**src/rtl/paula_intctl.sv**
```systemverilog
// Paula interrupt controller: INTENA/INTREQ registers, source latching, priority encode to _ipl.
// _ipl registered, two enabled cycles after a source pulse; no backpressure. Optional `PAULA_INT_NMI_EN adds level-7 nmi.
module paula_intctl (
    input  logic        clk,
    input  logic        reset,
    input  logic        clk7_en,
    input  logic [7:0]  reg_address_in,
    input  logic [15:0] data_in,
    output logic [15:0] data_out,
    input  logic        ciaa_irq,
    input  logic        ciab_irq,
    input  logic        ser_tbe,
    input  logic        dsk_blk,
    input  logic        copper,
    input  logic        vbl,
    input  logic        blit,
    input  logic [3:0]  audio,
    input  logic        rbf,
    input  logic        dsk_syn,
`ifdef PAULA_INT_NMI_EN
    input  logic        nmi,
`endif
    output logic [2:0]  _ipl,
    output logic [3:0]  audio_req
);

    localparam logic [7:0] ADDR_INTENAR = 8'h0E;
    localparam logic [7:0] ADDR_INTREQR = 8'h0F;
    localparam logic [7:0] ADDR_INTENA  = 8'h4D;
    localparam logic [7:0] ADDR_INTREQ  = 8'h4E;

    logic [14:0] intena_q, intena_d;
    logic [14:0] intreq_q, intreq_d;
    logic [2:0]  ipl_q, ipl_d;
    logic [14:0] hw_set;
    logic [14:0] pending;
    logic [2:0]  level;
    logic        wr_intena, wr_intreq;

    assign wr_intena = (reg_address_in == ADDR_INTENA);
    assign wr_intreq = (reg_address_in == ADDR_INTREQ);

    // Bits 2 (SOFT) and 14 have no hardware source.
    assign hw_set = {1'b0, ciab_irq, dsk_syn, rbf, audio, blit, vbl, copper,
                     ciaa_irq, 1'b0, dsk_blk, ser_tbe};

    always_comb begin
        intena_d = intena_q;
        if (wr_intena) begin
            if (data_in[15])
                intena_d = intena_q | data_in[14:0];
            else
                intena_d = intena_q & ~data_in[14:0];
        end
    end

    // Hardware set is OR'd after the CPU update so it wins over a same-cycle clear.
    always_comb begin
        intreq_d = intreq_q;
        if (wr_intreq) begin
            if (data_in[15])
                intreq_d = intreq_q | data_in[14:0];
            else
                intreq_d = intreq_q & ~data_in[14:0];
        end
        intreq_d = intreq_d | hw_set;
    end

    assign pending = intreq_q & intena_q;

    always_comb begin
        level = 3'd0;
        if (intena_q[14]) begin
            if (pending[14] || pending[13])
                level = 3'd6;
            else if (|pending[12:11])
                level = 3'd5;
            else if (|pending[10:7])
                level = 3'd4;
            else if (|pending[6:4])
                level = 3'd3;
            else if (pending[3])
                level = 3'd2;
            else if (|pending[2:0])
                level = 3'd1;
        end
    end

`ifdef PAULA_INT_NMI_EN
    logic nmi_q;

    always_ff @(posedge clk or posedge reset) begin
        if (reset)
            nmi_q <= 1'b0;
        else if (clk7_en)
            nmi_q <= nmi;
    end

    assign ipl_d = nmi_q ? 3'b000 : ~level;
`else
    assign ipl_d = ~level;
`endif

    always_ff @(posedge clk or posedge reset) begin
        if (reset) begin
            intena_q <= '0;
            intreq_q <= '0;
            ipl_q    <= 3'b111;
        end else if (clk7_en) begin
            intena_q <= intena_d;
            intreq_q <= intreq_d;
            ipl_q    <= ipl_d;
        end
    end

    always_comb begin
        data_out = 16'h0000;
        if (reg_address_in == ADDR_INTENAR)
            data_out = {1'b0, intena_q};
        else if (reg_address_in == ADDR_INTREQR)
            data_out = {1'b0, intreq_q};
    end

    assign _ipl      = ipl_q;
    assign audio_req = intreq_q[10:7];

endmodule

```
**config.mk**
```make
export PLATFORM = sky130hd
export DESIGN_NAME = paula_intctl
export DESIGN_NICKNAME = d
export VERILOG_FILES = /design/src/rtl/paula_intctl.sv
export SDC_FILE = /design/constraint.sdc
export NUM_CORES = 1
export LEC_CHECK = 0
export BUFFER_PORTS_ARGS = -buffer_cell sky130_fd_sc_hd__buf_2
export CAP_MARGIN = 20
export CORE_UTILIZATION = 35
export CTS_CLUSTER_SIZE = 8
export DETAILED_ROUTE_END_ITERATION = 8
export HOLD_SLACK_MARGIN = 0.02
export PLACE_DENSITY_LB_ADDON = 0.08
export SYNTH_ARGS = -nofsm -noshare
export SYNTH_HDL_FRONTEND = slang
export SYNTH_SLANG_ARGS = --single-unit
```
**constraint.sdc**
```tcl
create_clock -name clk -period 1.4 [get_ports clk]
set_input_delay 0.07 -clock clk [delete_from_list [all_inputs] [get_ports clk]]
set_output_delay 0.07 -clock clk [all_outputs]
set_load 0.01 [all_outputs]
```
Word-level counts from Yosys, hierarchy flattened
Cells that the tools add are included.
Cells by class
  equality and inequality tests: 4
  mux-type cells: 12
  bitwise logic cells: 8
  reduce and logical (&&, ||, !) cells: 6
Operators with widths (count)
  $mux 15: 5
  $and 15x15->15: 3
  $or 15x15->15: 2
  $eq 8x4->1 const B: 2
  $eq 8x7->1 const B: 2
  $not 15->15: 1
  $or 15x14->15: 1
  $mux 3: 4
  $reduce_or 3->1: 2
  $mux 2: 2
  $reduce_or 4->1: 1
  $not 3->3: 1
  $reduce_and 2->1: 1
  $reduce_or 2->1: 1
  $logic_or 1x1->1: 1
  $mux 1: 1
Storage, ports and cells
  flip-flop bits (word level): 33
  input port bits: 40
  output and inout bits: 23
  word-level logic and storage cells: 33

Depth between registers and ports, before layout
  depth after elaboration: 10
  gate-level depth with buffers: 6

Worst setup path before layout
Ideal clock, no wire load.
  path type: input port to flip-flop
  start point: input reg_address_in[5]
  end point: register (tool-made name)
  data arrival time: 1.383 ns
  path slack: -0.108 ns
  stages: 5
  cells stage by stage: or3_4 nor4_4 buf_6 nand2_1 mux2_4
RTL lines
  start, declared: RTL line 7  | input logic [7:0] reg_address_in,

Worst setup path in the final report
  start point: input reg_address_in[5]
  end point: output data_out[11]
On the way
  cells in the longest elaborated chain, start to end: 3
  elaborated cells between the ends (all ways): 4
Ends and longest elaborated chain
  $eq 8x4->1: RTL line 120  | else if (reg_address_in == ADDR_INTREQR)
  $mux 15: RTL line 120
  $mux 15 (*): RTL line 118  | if (reg_address_in == ADDR_INTENAR)
  end, declared: RTL line 9  | output logic [15:0] data_out,
Every way passes the cells marked *; elsewhere a longest branch is shown, timed or not.

==> metrics.md <==
| Metric | Value |
|---|---|
| Status | `finished with violations` |
| Failing checks | `negative setup slack` |
| Worst reg2reg path depth | `5` |
| Setup violations, final | `22` |
| CP cell instances | `buf_6 -> or3_4 -> nor4b_4 -> buf_6 -> a22o_1 -> buf_2` |
| Placement-stage cell area | `0.00233 mm2` |
| Crit Path Category | `input port to output port` |
| DR DRC count | `0` |
| Die area | `0.00559 mm2` |
| Final hold vios | `0` |
| Yosys reg bits | `33` |
| Commonest non-fill, non-tap cells in the layout | `buf_2, nand2_1, dfrtp_1, buf_4, a22o_1` |
| CP endpoint kind | `output port` |
| Adder-Cell Fraction of Synth Area | `0` |
| RSZ-0062 raised after global routing | `true` |
| Post-DR wirelength/cell | `16.1 um` |
| Layout cell share with drive strength beyond 1 | `0.492` |
| Critical Path Most Common Cell | `buf_6` |
| Initial DRC Count | `60` |
| Commonest non-fill, non-tap cell in the layout | `buf_2` |
| Slew Viols, Final | `0` |
| Final Cycle Share | `1.09` |
| Ys Warns | `0` |
| Post-synth ARST share | `1.00` |
| Reg clk slew, reported paths | `0.07 ns` |
| Vias per inst | `5.28` |
| Post-synthesis compound-gate area fraction | `0.198` |
| DR vias | `1657` |
| Max Freq | `658 MHz` |
| CP max stage delay | `0.41 ns` |
| Post-Syn Instances | `164` |
| Cell area power density | `751 mW/mm2` |
| GPL Wtd Cong | `0.750` |
| Initial Utilization | `0.363` |
| Post-route minimum period | `1.52 ns` |
| Net Count, Synth | `204` |
| Peak VDD IR | `0.000374 V` |
| Post-Synthesis Cell Area | `0.00185 mm2` |
| Rows | `26` |
| TritonCTS Sinks | `33` |
| Hold Path Stages | `2` |
| WL final | `5060 um` |
| Synth Area in XOR/XNOR | `0` |
| Worst EP required | `1.33 ns` |
| Fin cells | `314` |
| CP Buf/Inv Count | `3` |
| CTS HTree Levels | `2` |
| Syn avg cell area | `11.3 um2` |
| I/O Buffers | `61` |
| CP top delay family | `simple AND/OR/NAND/NOR gates` |
| Worst Path Arrival | `1.45 ns` |
| Total congestion overflow | `0` |
| Placeable Area | `0.00511 mm2` |
| Multiplexer area fraction after synthesis | `0.124` |
| Slack of the critical path | `-0.120 ns` |
| Main combinational cell family by area after synthesis | `compound AO/OA/AOI/OAI gates` |
| Largest net degree at the start of global routing | `34` |
| Die span in x | `74.8 um` |
| Worst hold slack | `0.0271 ns` |
| Max Cap Viol | `0` |
| Top FF cell, synth | `dfrtp_1` |
| Clock root buffer | `clkbuf_8` |
| CTS tree | `done` |
| Yosys cell types | `35` |
| Diodes inserted | `0` |
| Clk Latency, worst-skew pair | `0.28 ns` |
| Vias in the first global route | `1667` |
| Clock skew | `0.00201 ns` |
| Total placed cells including tap cells | `301` |
| Final nets | `283` |
| Simple-Gate Fraction of Synth Area | `0.168` |
| CTS Buf Count | `5` |
| Setup TNS | `-1.66 ns` |
| First-pass GRT wire length | `7960 um` |
| Synth-to-Final Area Change | `35.2%` |
| Max FO, Critical Path | `8` |
| Post-place setup slack | `-0.210 ns` |
| LEAKAGE | `1.23 nW` |
| Hold Crit Class | `input port to flip-flop` |
| HPWL after DPL | `3530 um` |
| Startpoint types | `input port` |
| Register area share after synthesis | `0.448` |
| CP max-delay cell | `or3_4` |
| Die H | `74.8 um` |
| Post-synth EDFFs | `0` |
| Number of detailed-route iterations in the first pass | `4` |
| Post-route ant nets | `0` |
| Crit path depth | `6` |
| GR Util All Layers | `0.195` |
| Final instance area | `0.00251 mm2` |
| Io pins | `63` |
| Clock Path Buffers | `2` |
| Antenna violations before repair | `0` |
## synthesized netlist by cell type, types with 2 or more instances
cell type,n,share of area
a221o_1,13,0.070
a222oi_1,2,0.011
a22o_1,17,0.080
a22oi_1,2,0.0081
a31oi_1,2,0.0068
and3_1,13,0.044
buf_2,3,0.0081
buf_4,7,0.028
clkbuf_1,2,0.0041
dfrtp_1,30,0.41
dfstp_2,3,0.043
mux2_1,2,0.012
mux2_2,5,0.030
mux2_4,10,0.081
nand2_1,32,0.065
nand3_1,2,0.0054
## worst register-to-register path, delay by kind of cell, from the launching register on
| family | cells | cell delay, ns |
|---|---|---|
| compound gates | 4 | 0.77 |
| flops | 1 | 0.39 |
| buf+inv | 1 | 0.18 |
## metal layers
metal,global-route usage,up-vias,part of all wire
met5,0,-,0
met4,0.0692,0,0.011
met3,0.0375,6,0.051
met2,0.335,55,0.49
met1,0.245,815,0.45
li1,-,781,-
## path summary, 6_finish.rpt
| kind | from | end | slack [ns] |
|---|---|---|---|
| worst max-delay path | reg_address_in[5] | data_out[11] | -0.12 |
| worst min-delay path | audio[3] | intreq_q[10]$_DFFE_PP0P_ | 0.03 |
| worst max register to register | intreq_q[8]$_DFFE_PP0P_ | _ipl[1]$_DFFE_PP1P_ | -0.01 |
| worst min register to register | _ipl[2]$_DFFE_PP1P_ | _ipl[2]$_DFFE_PP1P_ | 0.51 |
| max in group asynchronous | reset | _ipl[0]$_DFFE_PP1P_ | 0.64 |
| min in group asynchronous | reset | intreq_q[13]$_DFFE_PP0P_ | 0.43 |
## stage by stage
step | power, mW | utilization
2_1_floorplan | 1.09 | -
3_3_place_gp | 1.20 | 0.456
3_5_place_dp | 1.20 | 0.456
4_1_cts | 1.91 | 0.487
5_1_grt | 1.98 | 0.491
6_report | 1.88 | 0.491
## area by class of cell
class                      instances  area, um2
clock buffer                       6       72.6
clock inverter                     2       10.0
fill                             489       2600
inverter                           1       3.75
multi-input combinational        115        948
sequential                        33        830
tap                               70       87.6
timing repair buffer              87        554
## report_power, final
| part | leakage, nW | switching (mW) | internal [mW] |
|---|---|---|---|
| Clock | 0.0450 | 0.337 | 0.344 |
| Combinational | 0.799 | 0.111 | 0.108 |
| Sequential | 0.381 | 0.0126 | 0.970 |
| Total | 1.23 | 0.460 | 1.42 |
## logic make-up after synthesis
| kind of cell | after synthesis |
|---|---|
| other cells | 1 |
| compound gates | 41 |
| mux | 17 |
| simple gates | 56 |
| flops | 33 |
| buf+inv | 16 |
## what timing repair did
action / 4_1_cts / 5_1_grt
gates resized for setup: 11 / 2
cloned: 1 / 0
pin swaps: 20 / 4
hold endpoints to repair: 31 / 1
setup buffers: 1 / 0
setup endpoints to repair: 18 / 30
hold buffers: 2 / 1
Note: power is estimated with default switching activity, not from simulation.
